$ cat src/rtl/uart_cmd_pkg.sv
// Shared types, ASCII codes and hex helpers for the UART GPIO command sequencer.
// Pure declarations: no state, no latency, no flow control.
package uart_cmd_pkg;

   typedef enum logic [2:0] {
      IDLE,
      CMD_HI,
      CMD_LO,
      WAIT_CR,
      RESP0,
      RESP1,
      ERR,
      ECHO
   } state_t;

   typedef enum logic [1:0] {
      OP_W,
      OP_S,
      OP_C,
      OP_R
   } op_t;

   localparam logic [7:0] CH_W   = 8'h57;
   localparam logic [7:0] CH_S   = 8'h53;
   localparam logic [7:0] CH_C   = 8'h43;
   localparam logic [7:0] CH_R   = 8'h52;
   localparam logic [7:0] CH_CR  = 8'h0D;
   localparam logic [7:0] CH_LF  = 8'h0A;
   localparam logic [7:0] CH_K   = 8'h4B;
   localparam logic [7:0] CH_ERR = 8'h3F;

   function automatic logic is_hex(input logic [7:0] b);
      return ((b >= 8'h30) && (b <= 8'h39)) ||
             ((b >= 8'h41) && (b <= 8'h46)) ||
             ((b >= 8'h61) && (b <= 8'h66));
   endfunction

   // Only meaningful when is_hex(b) holds.
   function automatic logic [3:0] hex2nib(input logic [7:0] b);
      logic [7:0] v;
      if (b <= 8'h39)
         v = b - 8'h30;
      else if (b <= 8'h46)
         v = b - 8'h37;
      else
         v = b - 8'h57;
      return v[3:0];
   endfunction

   function automatic logic [7:0] nib2hex(input logic [3:0] n);
      return (n < 4'd10) ? (8'h30 + {4'h0, n}) : (8'h37 + {4'h0, n});
   endfunction

endpackage

$ cat src/rtl/uart_cmd_timeout.sv
// Inter-byte watchdog: counts while enabled, pulses timeout at TIMEOUT_CYCLES-1.
// Combinational pulse, clear or disable returns the count to zero; no backpressure.
module uart_cmd_timeout #(
   parameter int TIMEOUT_CYCLES = 1000000
) (
   input  logic clock,
   input  logic reset,
   input  logic clr,
   input  logic en,
   output logic timeout
);
   localparam int TO_W = $clog2(TIMEOUT_CYCLES);

   logic [TO_W-1:0] cnt;

   assign timeout = en && !clr && (cnt == TO_W'(TIMEOUT_CYCLES - 1));

   always_ff @(posedge clock or negedge reset) begin
      if (!reset)
         cnt <= '0;
      else if (clr || !en || timeout)
         cnt <= '0;
      else
         cnt <= cnt + 1'b1;
   end

endmodule

$ cat src/rtl/uart_gpio_cmd_ctrl.sv
// ASCII W/S/C/R command sequencer on a UART byte stream driving gpio_out; gpio updates on the CR edge, reply valid next cycle.
// RX is stalled while any TX byte is pending; optional byte echo via UART_CMD_ECHO_EN.
module uart_gpio_cmd_ctrl
   import uart_cmd_pkg::*;
#(
   parameter logic [7:0] GPIO_RESET     = 8'h00,
   parameter int         TIMEOUT_CYCLES = 1000000
) (
   input  logic       clock,
   input  logic       reset,
   input  logic [7:0] rx_data,
   input  logic       rx_valid,
   output logic       rx_ready,
   output logic [7:0] tx_data,
   output logic       tx_valid,
   input  logic       tx_ready,
   output logic [7:0] gpio_out,
   output logic       busy,
   output logic [7:0] err_count
);
   state_t     state, state_next, parse_next;
   op_t        op;
   logic [7:0] operand;
   logic       rdy_en, accept, ignored, cnt_en, timeout;

   assign accept  = rx_valid && rx_ready;
   assign ignored = (state == IDLE) && ((rx_data == CH_CR) || (rx_data == CH_LF));
   assign cnt_en  = (state == CMD_HI) || (state == CMD_LO) || (state == WAIT_CR);

   uart_cmd_timeout #(.TIMEOUT_CYCLES(TIMEOUT_CYCLES)) u_timeout (
      .clock   (clock),
      .reset   (reset),
      .clr     (accept),
      .en      (cnt_en),
      .timeout (timeout)
   );

`ifdef UART_CMD_ECHO_EN
   // The parse outcome is decided at acceptance and replayed after the echo drains.
   logic [7:0] echo_byte;
   state_t     echo_ret;

   always_ff @(posedge clock or negedge reset) begin
      if (!reset) begin
         echo_byte <= 8'h00;
         echo_ret  <= IDLE;
      end else if (accept && !ignored) begin
         echo_byte <= rx_data;
         echo_ret  <= parse_next;
      end
   end
`endif

   always_ff @(posedge clock or negedge reset) begin
      if (!reset)
         state <= IDLE;
      else
         state <= state_next;
   end

   always_comb begin
      parse_next = state;
      case (state)
         IDLE: begin
            if (accept && !ignored) begin
               if ((rx_data == CH_W) || (rx_data == CH_S) || (rx_data == CH_C))
                  parse_next = CMD_HI;
               else if (rx_data == CH_R)
                  parse_next = WAIT_CR;
               else
                  parse_next = ERR;
            end
         end
         CMD_HI: begin
            if (accept)
               parse_next = is_hex(rx_data) ? CMD_LO : ERR;
            else if (timeout)
               parse_next = ERR;
         end
         CMD_LO: begin
            if (accept)
               parse_next = is_hex(rx_data) ? WAIT_CR : ERR;
            else if (timeout)
               parse_next = ERR;
         end
         WAIT_CR: begin
            if (accept)
               parse_next = (rx_data == CH_CR) ? RESP0 : ERR;
            else if (timeout)
               parse_next = ERR;
         end
         RESP0:   if (tx_ready) parse_next = (op == OP_R) ? RESP1 : IDLE;
         RESP1:   if (tx_ready) parse_next = IDLE;
         ERR:     if (tx_ready) parse_next = IDLE;
`ifdef UART_CMD_ECHO_EN
         ECHO:    if (tx_ready) parse_next = echo_ret;
`endif
         default: parse_next = IDLE;
      endcase

      state_next = parse_next;
`ifdef UART_CMD_ECHO_EN
      if (accept && !ignored)
         state_next = ECHO;
`endif
   end

   always_comb begin
      rx_ready = 1'b0;
      tx_valid = 1'b0;
      tx_data  = 8'h00;
      busy     = (state != IDLE);
      case (state)
         IDLE, CMD_HI, CMD_LO, WAIT_CR: rx_ready = rdy_en;
         // R never changes gpio_out, so the live register equals its value at CR.
         RESP0: begin
            tx_valid = 1'b1;
            tx_data  = (op == OP_R) ? nib2hex(gpio_out[7:4]) : CH_K;
         end
         RESP1: begin
            tx_valid = 1'b1;
            tx_data  = nib2hex(gpio_out[3:0]);
         end
         ERR: begin
            tx_valid = 1'b1;
            tx_data  = CH_ERR;
         end
`ifdef UART_CMD_ECHO_EN
         ECHO: begin
            tx_valid = 1'b1;
            tx_data  = echo_byte;
         end
`endif
         default: ;
      endcase
   end

   always_ff @(posedge clock or negedge reset) begin
      if (!reset) begin
         rdy_en    <= 1'b0;
         op        <= OP_W;
         operand   <= 8'h00;
         gpio_out  <= GPIO_RESET;
         err_count <= 8'h00;
      end else begin
         rdy_en <= 1'b1;
         if (accept) begin
            case (state)
               IDLE: begin
                  case (rx_data)
                     CH_S:    op <= OP_S;
                     CH_C:    op <= OP_C;
                     CH_R:    op <= OP_R;
                     default: op <= OP_W;
                  endcase
               end
               CMD_HI:  operand[7:4] <= hex2nib(rx_data);
               CMD_LO:  operand[3:0] <= hex2nib(rx_data);
               WAIT_CR: begin
                  if (rx_data == CH_CR) begin
                     case (op)
                        OP_W:    gpio_out <= operand;
                        OP_S:    gpio_out <= gpio_out | operand;
                        OP_C:    gpio_out <= gpio_out & ~operand;
                        default: ;
                     endcase
                  end
               end
               default: ;
            endcase
         end
         if ((state_next == ERR) && (state != ERR) && (err_count != 8'hFF))
            err_count <= err_count + 8'd1;
      end
   end

endmodule
$ cat config.mk
export PLATFORM = sky130hd
export DESIGN_NAME = uart_gpio_cmd_ctrl
export DESIGN_NICKNAME = d
export VERILOG_FILES = /design/src/rtl/uart_cmd_pkg.sv /design/src/rtl/uart_cmd_timeout.sv /design/src/rtl/uart_gpio_cmd_ctrl.sv
export SDC_FILE = /design/constraint.sdc
export NUM_CORES = 1
export LEC_CHECK = 0
export CAP_MARGIN = 10
export CELL_PAD_IN_SITES_DETAIL_PLACEMENT = 1
export CELL_PAD_IN_SITES_GLOBAL_PLACEMENT = 1
export CORE_ASPECT_RATIO = 1.1
export CORE_MARGIN = 1.5
export CORE_UTILIZATION = 30
export CTS_CLUSTER_SIZE = 25
export DETAILED_ROUTE_END_ITERATION = 8
export PLACE_DENSITY = 0.63
export SLEW_MARGIN = 20
export SYNTH_ARGS = -nofsm -noshare
export SYNTH_HDL_FRONTEND = slang
export SYNTH_SLANG_ARGS = --single-unit
$ cat constraint.sdc
create_clock -name clock -period 6.02 [get_ports clock]
set_input_delay 1.204 -clock clock [delete_from_list [all_inputs] [get_ports clock]]
set_output_delay 1.204 -clock clock [all_outputs]
set_load 0.005 [all_outputs]
==> impl_metrics.toml <==
[pwr]
ir_drop_v = 0.000133
pwr-share-comb = 0.305
p_sw_frac = 0.327
leakagePower_nw = 1.53
power_mw = 0.994
p_per_area_mw_per_mm2 = 270
power.internal_mw = 0.669
power_frac_seq = 0.454
power.switching_mw = 0.325
clkPwrFrac = 0.241

[die]
start_util = 0.312
row_count = 38
io_pins = 39
core_mm2 = 0.00994
die_h_um = 110
die-width_um = 99.9
dieArea_mm2 = 0.0110

[flow_run]
maxCapViolations = 0

[timing]
finalSetupTns_ns = 0
timing.hold.ws_ns = 0.486
relSlewSlack = 0.476
fin_crit_ns = 3.96
fmax_mhz = 253
fin_worst_skew_ns = 0.00691
tightest_slew_ns = 0.783
min_period_over_period = 0.658
finalHoldViolCount = 0
timing.final.max_slew_violations = 0
final-setup-viol-count = 0
rsz0062_at_grt = "false"

[finish]
syn2layout_area_growth_pct = 18.7
layout-drive-gt1-share = 0.0587
fin_nets = 397
final_cells = 495
final_common_cell = "dfrtp_1"
num_antenna_cells = 0
mostFrequentLayoutCells = "dfrtp_1, clkdlybuf4s50_1, nor2_1, a21oi_1, nand2_1"

[synthesis]
postSynthAreaPerCell_um2 = 9.12
ys.flop_type = "dfrtp_1"
synth_edf_count = 0
yosys.cell_types.count = 58
synth_cells = 340
netlist_area_mm2 = 0.00310
yosys_warnings = 0
synth-async-reset-ratio = 1.00
yosysSeqAreaShare = 0.404
synth_fp_nets = 363
synth_seq_cells = 50

[setup_path]
worstReg2RegEnd = "err_count[1]"
critPathTopFamily = "compound AO/OA/AOI/OAI gates"
ff2ff_setup_slack_ns = 2.92
worstPathMaxFanout = 7
crit_chain = "clkdlybuf4s50_1, inv_1, ha_1, o21bai_1, a2111o_1, a211oi_1, or4_4, a2111oi_4, and2_2, mux2_1"
r2r-start = "state[1]"
startpoint_type = "primary input"
cp_slowest_cell = "clkdlybuf4s50_1"
cp.required_ns = 6.21
worstPathArrival_ns = 4.15
end_kind = "flop"
cp.depth = 10
crit_start = "rx_data[0]"
critPathMaxStageDelay_ns = 0.56
worst-path-buf-inv = 2
worstSetupPathType = "in -> reg"
crit_end = "err_count[1]"
rr_worst_depth = 7

[grt]
grt_max_degree = 51
antenna_found_initial = 0
grt_pass1_vias = 2553
grt_usage = 0.149
grt_pass1_wl_um = 12900
grt_overflow = 0

[clock_tree]
clkLatencyLatePin_ns = 0.31
path_clk_slew_ns = 0.09
cts_tree = "yes"
clk_path_buf_depth = 2
postCtsSetupRepairBufs = 0
postCtsHoldBufs = 0
cts_root_buf = "clkbuf_8"
numCtsBuffers = 5
h-tree-depth = 2
cts_sinks = 50
cts_resized = 0

[detailed_routing]
drt-initial-drc-count = 79
vias = 2552
drc = 0
routed_wirelength_um = 7840
routed_via_density = 5.16
ant_nets = 0
wl_per_cell_um = 15.8
drtPass1Iterations = 4

[hold_path]
min_path_type = "reg -> reg"

[place]
hpwlAfterDp_um = 5770
io_buffers = 37
placedCellCount = 487
gp_congestion = 0.786

[run_status]
status = "complete, no violations"
[worst register-to-register path, stage by stage, from the launching register on]
cell and delay, ns:
dfrtp_1 0.59, or3_1 0.49, or2_2 0.36, nand3b_1 0.21, a2bb2oi_1 0.18, a2111oi_4 0.56
and2_2 0.27, mux2_1 0.33
[cell type report]
| type | instances | area, um2 |
|---|---|---|
| Multi-Input combinational cell | 263 | 1740 |
| Timing Repair Buffer | 39 | 380 |
| Fill cell | 1172 | 6260 |
| Tap cell | 120 | 150 |
| Inverter | 15 | 56.3 |
| Clock inverter | 1 | 30.0 |
| Sequential cell | 50 | 1250 |
| Clock buffer | 7 | 76.3 |
[logic make-up (layout without fill, tap and decap cells)]
group,after synthesis,after routing,synth area share
multiplexers,7,7,0.0246
buffers and inverters,27,62,0.0363
AO/OA/AOI/OAI,74,74,0.155
adder cells (fa/ha/maj),11,11,0.0444
AND/OR/NAND/NOR,141,141,0.254
XOR/XNOR,28,28,0.0791
flip-flops,50,50,0.404
other,2,2,0.00242
[power by group through the flow]
stage               combinational [mW]  clock (mW)  sequential, mW
floorplan                        0.196           0           0.422
global placement                 0.298           0           0.457
detailed placement               0.305           0           0.458
CTS                              0.307       0.250           0.452
global route                     0.335       0.259           0.464
finish                           0.303       0.240           0.452
[synth_stat cells (3+ instances only)]
cell type	n	share of area
nor2_1	33	0.040
mux2_1	3	0.011
o22ai_1	11	0.022
nand2_1	19	0.023
nor3_1	4	0.0065
nand3_1	14	0.023
ha_1	11	0.044
xnor2_1	17	0.048
nand2b_1	7	0.014
inv_1	15	0.018
and3_1	13	0.026
nor2b_1	15	0.030
o21ai_0	13	0.021
xor2_1	11	0.031
and2_1	7	0.014
clkbuf_1	8	0.0097
a21oi_1	28	0.045
dfrtp_1	50	0.40
a211oi_1	4	0.0097
a21boi_0	3	0.0073
nand4_1	8	0.016
[flip-flops by register name, indices dropped and copies added, names as in the netlist]
signal	flops
gpio_out	8
u_timeout.cnt	20
err_count	8
state	3
op	2
rdy_en	1
operand	8
[layer usage]
metal  share of wire  track usage  up-vias
met2            0.47        0.246       46
met5               0            0        -
met4           0.014       0.0483        0
li1                -            -     1260
met3           0.041       0.0273        8
met1            0.47        0.198     1238
[metrics by stage]
| stage | util | area, um2 | setup slack [ns] |
|---|---|---|---|
| 2_1_floorplan | - | 3100 | 2.60 |
| 3_3_place_gp | 0.360 | 3570 | 1.83 |
| 3_5_place_dp | 0.360 | 3570 | 1.73 |
| 4_1_cts | 0.370 | 3680 | 2.06 |
| 5_1_grt | 0.370 | 3680 | 1.87 |
| 6_report | 0.370 | 3680 | 2.06 |
[worst min path at each step]
stage / startpoint / to / slack, ns / cells past startpoint
5_1_grt: u_timeout.cnt[0] / u_timeout.cnt[0] / 0.51 / 1
3_3_place_gp: u_timeout.cnt[0] / u_timeout.cnt[0] / 0.48 / 1
6_report: u_timeout.cnt[0] / u_timeout.cnt[0] / 0.49 / 1
2_1_floorplan: u_timeout.cnt[0] / u_timeout.cnt[0] / 0.45 / 1
3_5_place_dp: u_timeout.cnt[0] / u_timeout.cnt[0] / 0.49 / 1
4_1_cts: u_timeout.cnt[0] / u_timeout.cnt[0] / 0.50 / 1
(Power assumes the default switching activity.)
